==> config.mk <==
export PLATFORM = sky130hd
export DESIGN_NAME = count_wrap_monitor
export DESIGN_NICKNAME = d
export VERILOG_FILES = /design/src/rtl/count_wrap_monitor.sv
export SDC_FILE = /design/constraint.sdc
export NUM_CORES = 1
export LEC_CHECK = 0
export ABC_CLOCK_PERIOD_IN_PS = 3900
export BUFFER_PORTS_ARGS = -buffer_cell sky130_fd_sc_hd__buf_4
export CORE_MARGIN = 1
export CORE_UTILIZATION = 30
export CTS_CLUSTER_DIAMETER = 60
export DETAILED_ROUTE_END_ITERATION = 6
export SLEW_MARGIN = 20
export SYNTH_ARGS = -nofsm -noshare
export SYNTH_HDL_FRONTEND = slang
export SYNTH_SLANG_ARGS = --single-unit
export TNS_END_PERCENT = 30
==> constraint.sdc <==
create_clock -name clk -period 3.9 [get_ports clk]
set_clock_uncertainty 0.1 [all_clocks]
set_input_delay 0.78 -clock clk [delete_from_list [all_inputs] [get_ports clk]]
set_output_delay 0.78 -clock clk [all_outputs]
set_load 0.1 [all_outputs]
==> src/rtl/count_wrap_monitor.sv <==
// count_wrap_monitor: extends a 4-bit free-running count by tracking 15->0 wraps
// and flags skips, stalls (macro STALL_DETECT_EN) and high-counter overflow.
`default_nettype none

module count_wrap_monitor #(
  parameter int HI_WIDTH    = 8,
  parameter int STALL_LIMIT = 4
) (
  input  logic                  clk,
  input  logic                  reset,
  input  logic [3:0]            count,
  input  logic                  clear,
  output logic [HI_WIDTH+3:0]   ext_count,
  output logic                  valid,
  output logic                  wrap_pulse,
  output logic                  skip_err,
  output logic                  stall_err,
  output logic                  hi_overflow
);

  typedef enum logic [1:0] {
    ACQUIRE = 2'd0,
    TRACK   = 2'd1,
    FAULT   = 2'd2
  } state_t;

  state_t                state, state_nxt;
  logic [3:0]            prev, prev_nxt;
  logic [HI_WIDTH-1:0]   hi, hi_nxt, hi_inc;
  logic [HI_WIDTH+3:0]   ext_nxt;
  logic                  valid_nxt, wrap_nxt, skip_nxt, ovf_nxt;
  logic                  is_step, is_wrap, is_hold;

  assign hi_inc  = hi + {{(HI_WIDTH-1){1'b0}}, 1'b1};
  assign is_wrap = (prev == 4'd15) && (count == 4'd0);
  assign is_step = (prev != 4'd15) && (count == prev + 4'd1);
  assign is_hold = (count == prev);

`ifdef STALL_DETECT_EN
  localparam logic [8:0] STALL_LIM9 = 9'(STALL_LIMIT);
  logic [7:0] stall_cnt;
  logic       stall_hit;
  logic       stall_nxt;

  // stall_hit marks the sample that would be the STALL_LIMIT-th consecutive hold
  assign stall_hit = (({1'b0, stall_cnt} + 9'd1) == STALL_LIM9);

  always_ff @(posedge clk) begin
    if (reset || clear || state != TRACK) begin
      stall_cnt <= 8'd0;
    end else if (is_hold) begin
      stall_cnt <= stall_cnt + 8'd1;
    end else begin
      stall_cnt <= 8'd0;
    end
  end
`endif

  always_comb begin
    state_nxt = state;
    prev_nxt  = prev;
    hi_nxt    = hi;
    ext_nxt   = ext_count;
    valid_nxt = valid;
    wrap_nxt  = 1'b0;
    skip_nxt  = skip_err;
    ovf_nxt   = hi_overflow;
`ifdef STALL_DETECT_EN
    stall_nxt = stall_err;
`endif
    if (clear) begin
      state_nxt = ACQUIRE;
      valid_nxt = 1'b0;
      skip_nxt  = 1'b0;
      ovf_nxt   = 1'b0;
`ifdef STALL_DETECT_EN
      stall_nxt = 1'b0;
`endif
    end else begin
      case (state)
        ACQUIRE: begin
          prev_nxt  = count;
          hi_nxt    = '0;
          ext_nxt   = {{HI_WIDTH{1'b0}}, count};
          valid_nxt = 1'b1;
          state_nxt = TRACK;
        end
        TRACK: begin
          if (is_wrap) begin
            prev_nxt = count;
            hi_nxt   = hi_inc;
            ext_nxt  = {hi_inc, 4'd0};
            wrap_nxt = 1'b1;
            if (hi == {HI_WIDTH{1'b1}}) ovf_nxt = 1'b1;
          end else if (is_step) begin
            prev_nxt = count;
            ext_nxt  = {hi, count};
          end else if (is_hold) begin
`ifdef STALL_DETECT_EN
            if (stall_hit) begin
              stall_nxt = 1'b1;
              valid_nxt = 1'b0;
              state_nxt = FAULT;
            end
`endif
          end else begin
            skip_nxt  = 1'b1;
            valid_nxt = 1'b0;
            state_nxt = FAULT;
          end
        end
        default: begin
          state_nxt = FAULT;
        end
      endcase
    end
  end

  always_ff @(posedge clk) begin
    if (reset) begin
      state       <= ACQUIRE;
      prev        <= 4'd0;
      hi          <= '0;
      ext_count   <= '0;
      valid       <= 1'b0;
      wrap_pulse  <= 1'b0;
      skip_err    <= 1'b0;
      hi_overflow <= 1'b0;
    end else begin
      state       <= state_nxt;
      prev        <= prev_nxt;
      hi          <= hi_nxt;
      ext_count   <= ext_nxt;
      valid       <= valid_nxt;
      wrap_pulse  <= wrap_nxt;
      skip_err    <= skip_nxt;
      hi_overflow <= ovf_nxt;
    end
  end

`ifdef STALL_DETECT_EN
  always_ff @(posedge clk) begin
    if (reset) begin
      stall_err <= 1'b0;
    end else begin
      stall_err <= stall_nxt;
    end
  end
`else
  assign stall_err = 1'b0;
`endif

endmodule

`default_nettype wire

Yosys cells after proc, flatten, opt, wreduce, memory -nomap -nowiden. Index checks and enable logic that the tools add are counted.

Register bits after elaboration: 30.

Bitwise operators: 5. Reductions and logical operators: 13. Add/sub/neg operators: 2. Mux-type cells: 17. Eq/ne operators: 11.

Operator list (count): $mux W12 (2); $pmux W12 S2 (1); $pmux W8 S2 (1); $reduce_and A3 Y1 (4); $add A8 B1 Y8 const B (1); $eq A4 B4 Y1 (2); $eq A8 B8 Y1 const B (1); $mux W4 (2); $mux W8 (1); $ne A2 B2 Y1 const B (4); $pmux W4 S2 (1); $reduce_and A4 Y1 (2); $mux W2 (3); $not A1 Y1 (5); $add A4 B1 Y4 const B (1); $eq A4 B4 Y1 const B (1); $logic_not A4 Y1 (1); $mux W1 (4); $ne A4 B4 Y1 const B (1); $pmux W2 S2 (1); $ne A3 B3 Y1 const B (1); $reduce_or A3 Y1 (1); $eq A2 B1 Y1 const B (1); $logic_and A1 B1 Y1 (2); other kinds (4) (4).

Depth between registers and ports, before layout.
Depth after elaboration: 6. Mapped depth: 8.

Worst setup path before layout. OpenSTA, ideal clock, no wires.

Path type: input-to-reg. Start point: input count[3]. End point: register hi[1]. Stages: 8. Required time: 3.675 ns. Buffers on the path: 3. Slack: 1.285 ns. Arrival: 2.391 ns. Cells stage by stage: or4_1 > buf_2 > o21ai_1 > nand2_1 > buf_2 > buf_6 > a22oi_1 > nor2_1.

Cells in the longest elaborated chain, start to end: 4.

RTL lines: start, declared (RTL line 11) `input logic [3:0] count,`; $logic_not A4 Y1 (RTL line 35) `assign is_wrap = (prev == 4'd15) && (count == 4'd0);`; $logic_and A1 B1 Y1 (RTL line 35); $ne A2 B2 Y1 (no line); $reduce_and A3 Y1 (no line); end signal, assigned (RTL line 132) `hi <= hi_nxt;`; end, declared (RTL line 29) `logic [HI_WIDTH-1:0] hi, hi_nxt, hi_inc;`.

No other way between the ends. A chain may end at the register's enable or synchronous reset.

Worst setup path after layout.
Start point: input count[3]. End point: register ext_count[11].

Cells in the longest elaborated chain, start to end: 4. Elaborated cells between the ends (all ways): 8. Those cells by class: 2 x eq/ne; 2 x mux; 4 x reduce/logical.

RTL lines: $eq A4 B4 Y1 or $logic_not A4 Y1 (tied branches) (RTL line 36, 35); $logic_and A1 B1 Y1 (on tied branches) (RTL line 36, 35); $ne A3 B3 Y1 (no line) or $mux W12 (tied branches); $reduce_and A3 Y1 (no line) or $pmux W12 S2 (tied branches); end signal, assigned (RTL line 133) `ext_count <= ext_nxt;`; end, declared (RTL line 13) `output logic [HI_WIDTH+3:0] ext_count,`.

Several ways; a longest one is shown, not always the timed one.

==> out/results.ini <==
[status]
status=finished clean

[synth]
synth_top_cell_area_share=0.394
netlist_area_sq_um=1530
synth_top_family_by_area=simple AND/OR/NAND/NOR gates
synth_xor_area_frac=0.0804
ys_ff_latch=30
synth_cell_type_count=42
syn_nets=183
syn_area_per_cell_sq_um=8.77
synth_compound_gate_area_share=0.196
synthTopCellsByArea=dfxtp_1 (39%), a41o_1 (5.3%), xnor2_1 (4.6%), nand4_1 (4.5%), nand2_1 (4.2%)
synthMuxAreaShare=0
synth.largest_area_cell=dfxtp_1
synthAdderAreaFrac=0.0164
seq_area_frac_synth=0.394
yosys.area_share.simple=0.254
yosysWarnings=0
synth_cells=174

[floorplan]
core-area_sq_um=4820
fp.dieW_um=73.3
num_rows=25
die_area_sq_um=5370
die_y_um=73.3
pin_count=24
initial_core_util=0.317

[layout]
num_antenna_cells=0
nNetsFinal=202
drive_gt1_frac=0.177
syn2layout_area_growth_pct=18.0
final_area_sq_um=1800

[worst_setup_path]
cpMaxStageDelayCell=or4_1
critPathMaxFanout=30
cp_top_family=compound AO/OA/AOI/OAI gates
critPathLaunch=count[3]
crit_type=in2reg
worst_path_largest_cell_delay_ps=640
arrival_ps=2860
crit_path_end_kind=register
worst_ep_required_time_ps=4030
critPathLaunchType=input pin
cp_common_cell=buf_4
crit_path_cell_trace=buf_4 > or4_1 > o21ai_1 > nand2_1 > buf_4 > a2111oi_0 > a41o_1
worst-path-buf-inv=2
rr_startpoint=prev[0]

[power]
ir_worst_vdd_mv=0.279
p_sw_mw=0.189
clockPowerShare=0.367
p_seq_frac=0.484
swShare=0.284
p_leak_nw=0.733
power_frac_comb=0.148
internal-power_mw=0.476
cellPowerDensity_nw_per_um2=369

[global_routing]
grt_pass1_wl_um=5860
antenna_found_initial=0
grt_max_degree=31
grt_usage=0.143
overflow=0
grt_pass1_vias=1225

[timing]
drv_slew=0
slew_headroom=0.601
timing.fmax_ghz=0.366
finalSetupTns_ps=0
hold_viol_final=0
tightest_slew_ps=598
period_share=0.700
setup_violations=0
rsz0062_at_grt=false
layout_min_cycle_time_ps=2730

[clocking]
clk_pin_slew_worst_paths_ps=60
cts.sinks=30
cts_buffer_depth=2
worstSkewPairLatency_ps=280
post_cts_buffers=0
numCtsBuffers=5
cts_resized=0
cts_tree=built
cts_htree_levels=2
hold_buffers=0
clockRootBuffer=clkbuf_8

[place]
dp_hpwl_um=2390
dpl-instance-area_sq_um=1720
portBuffers=22
place.gp.congestion=0.846

[route]
wl_per_cell_um=13.1
drc=0
wirelength_um=3400
via_per_inst=5.12
route.vias.total=1326
drtPass1Iterations=4
ant_nets=0
drtIter0Drc=57

[run]
max_cap_viol_count=0

[hold_path]
hp-start=ext_count[1]
hp-class=reg2reg

## state kept, by name, summed over array words and instances, names as in the netlist
register,cells
wrap_pulse,1
hi_overflow,1
ext_count,12
valid,1
state,2
prev,4
hi,8
skip_err,1
## cell usage in the layout (no fill, tap or decap), drive strengths merged, types with 2 or more instances in the layout
cell type	instances
a21oi	6
o21ai	6
nand3	8
buf	25
dfxtp	30
nor3	7
a31oi	2
nand4	11
clkbuf	6
o2111ai	4
a41o	8
and3	3
inv	2
nor2	10
a211oi	6
nor2b	2
xor2	6
xnor2	8
and4	2
ha	2
or4	3
nand2	17
nor4	3
a311oi	2
or3	3
o21a	2
## stage by stage
| step | power, mW | cells | hold WS [ps] | setup WS (ps) | util |
|---|---|---|---|---|---|
| after floorplan | 0.406 | 174 | 370 | 1280 | - |
| after global placement | 0.427 | 253 | 353 | 981 | 0.357 |
| after detailed placement | 0.427 | 253 | 352 | 897 | 0.357 |
| after CTS | 0.670 | 259 | 366 | 1200 | 0.374 |
| after global routing | 0.696 | 259 | 377 | 1050 | 0.374 |
| final | 0.665 | 259 | 366 | 1170 | 0.374 |
## final cells by class
| cell class | count | area [sq um] |
|---|---|---|
| fill | 538 | 3020 |
| multi-input combinational | 129 | 838 |
| sequential | 30 | 601 |
| timing repair buffer | 25 | 188 |
| tap | 67 | 83.8 |
| clock buffer | 6 | 82.6 |
| inverter | 2 | 7.51 |
## logic make-up (layout without fill, tap and decap cells)
kind of cell,count (synthesis),count (layout)
DFF,30,30
adders and majority gates,2,2
xor gates and xnor gates,14,14
buffers and inverters,15,33
and+or+nand+nor,72,72
AOI/OAI and AO/OA,40,40
other,1,1
## Yosys cell counts
cell	n
xnor2_1	8
nor2b_1	2
nor3_1	7
ha_1	2
nand3b_1	1
o21a_1	2
a311oi_1	2
a22oi_1	1
or4_4	1
or4_1	2
nand2_1	17
inv_1	2
a221oi_1	1
o2111ai_1	4
a41o_1	8
buf_2	3
a211oi_1	6
buf_1	1
a31oi_1	2
and2_1	1
buf_6	1
dlygate4sd1_1	1
nand4_1	11
and4_1	2
nor4_1	3
clkbuf_1	5
dfxtp_1	30
clkbuf_8	1
a22o_1	1
and3_1	3
a21oi_1	6
o21ai_1	1
nor2_1	9
nand3_1	8
or2b_2	1
or3_1	3
a2111oi_0	1
buf_4	1
nor2_4	1
xor2_1	6
o21ai_0	5
conb_1	1
## power groups by stage
| stage | clock network [mW] | registers, mW | logic (mW) |
|---|---|---|---|
| 2_1_floorplan | 0 | 0.357 | 0.0483 |
| 3_3_place_gp | 0 | 0.329 | 0.0979 |
| 4_1_cts | 0.250 | 0.322 | 0.0988 |
| 5_1_grt | 0.266 | 0.323 | 0.106 |
| 3_5_place_dp | 0 | 0.329 | 0.0985 |
| 6_report | 0.244 | 0.322 | 0.0986 |
## routing by layer
metal	vias up	GRT usage	wire [um]
met3	8	0.0384	155
met1	585	0.203	1770
li1	696	-	-
met2	37	0.203	1420
met4	0	0.0641	57
met5	-	0	0
## worst register-to-register path, stage by stage, from the launching register on
cell and delay (ps):
dfxtp_1 400, ha_1 230, nand3_1 200, o21ai_1 460, nand2_1 90, buf_4 250, a2111oi_0 400, a41o_1 130
## final timing paths
check                        to  slack (ps)  depth (start not counted)
hold reg to reg    ext_count[1]         370                          2
setup reg to reg  ext_count[11]        1590                          7
setup / recovery  ext_count[11]        1170                          7
hold / removal     ext_count[1]         370                          2
Note: power is estimated with default switching activity, not from simulation.
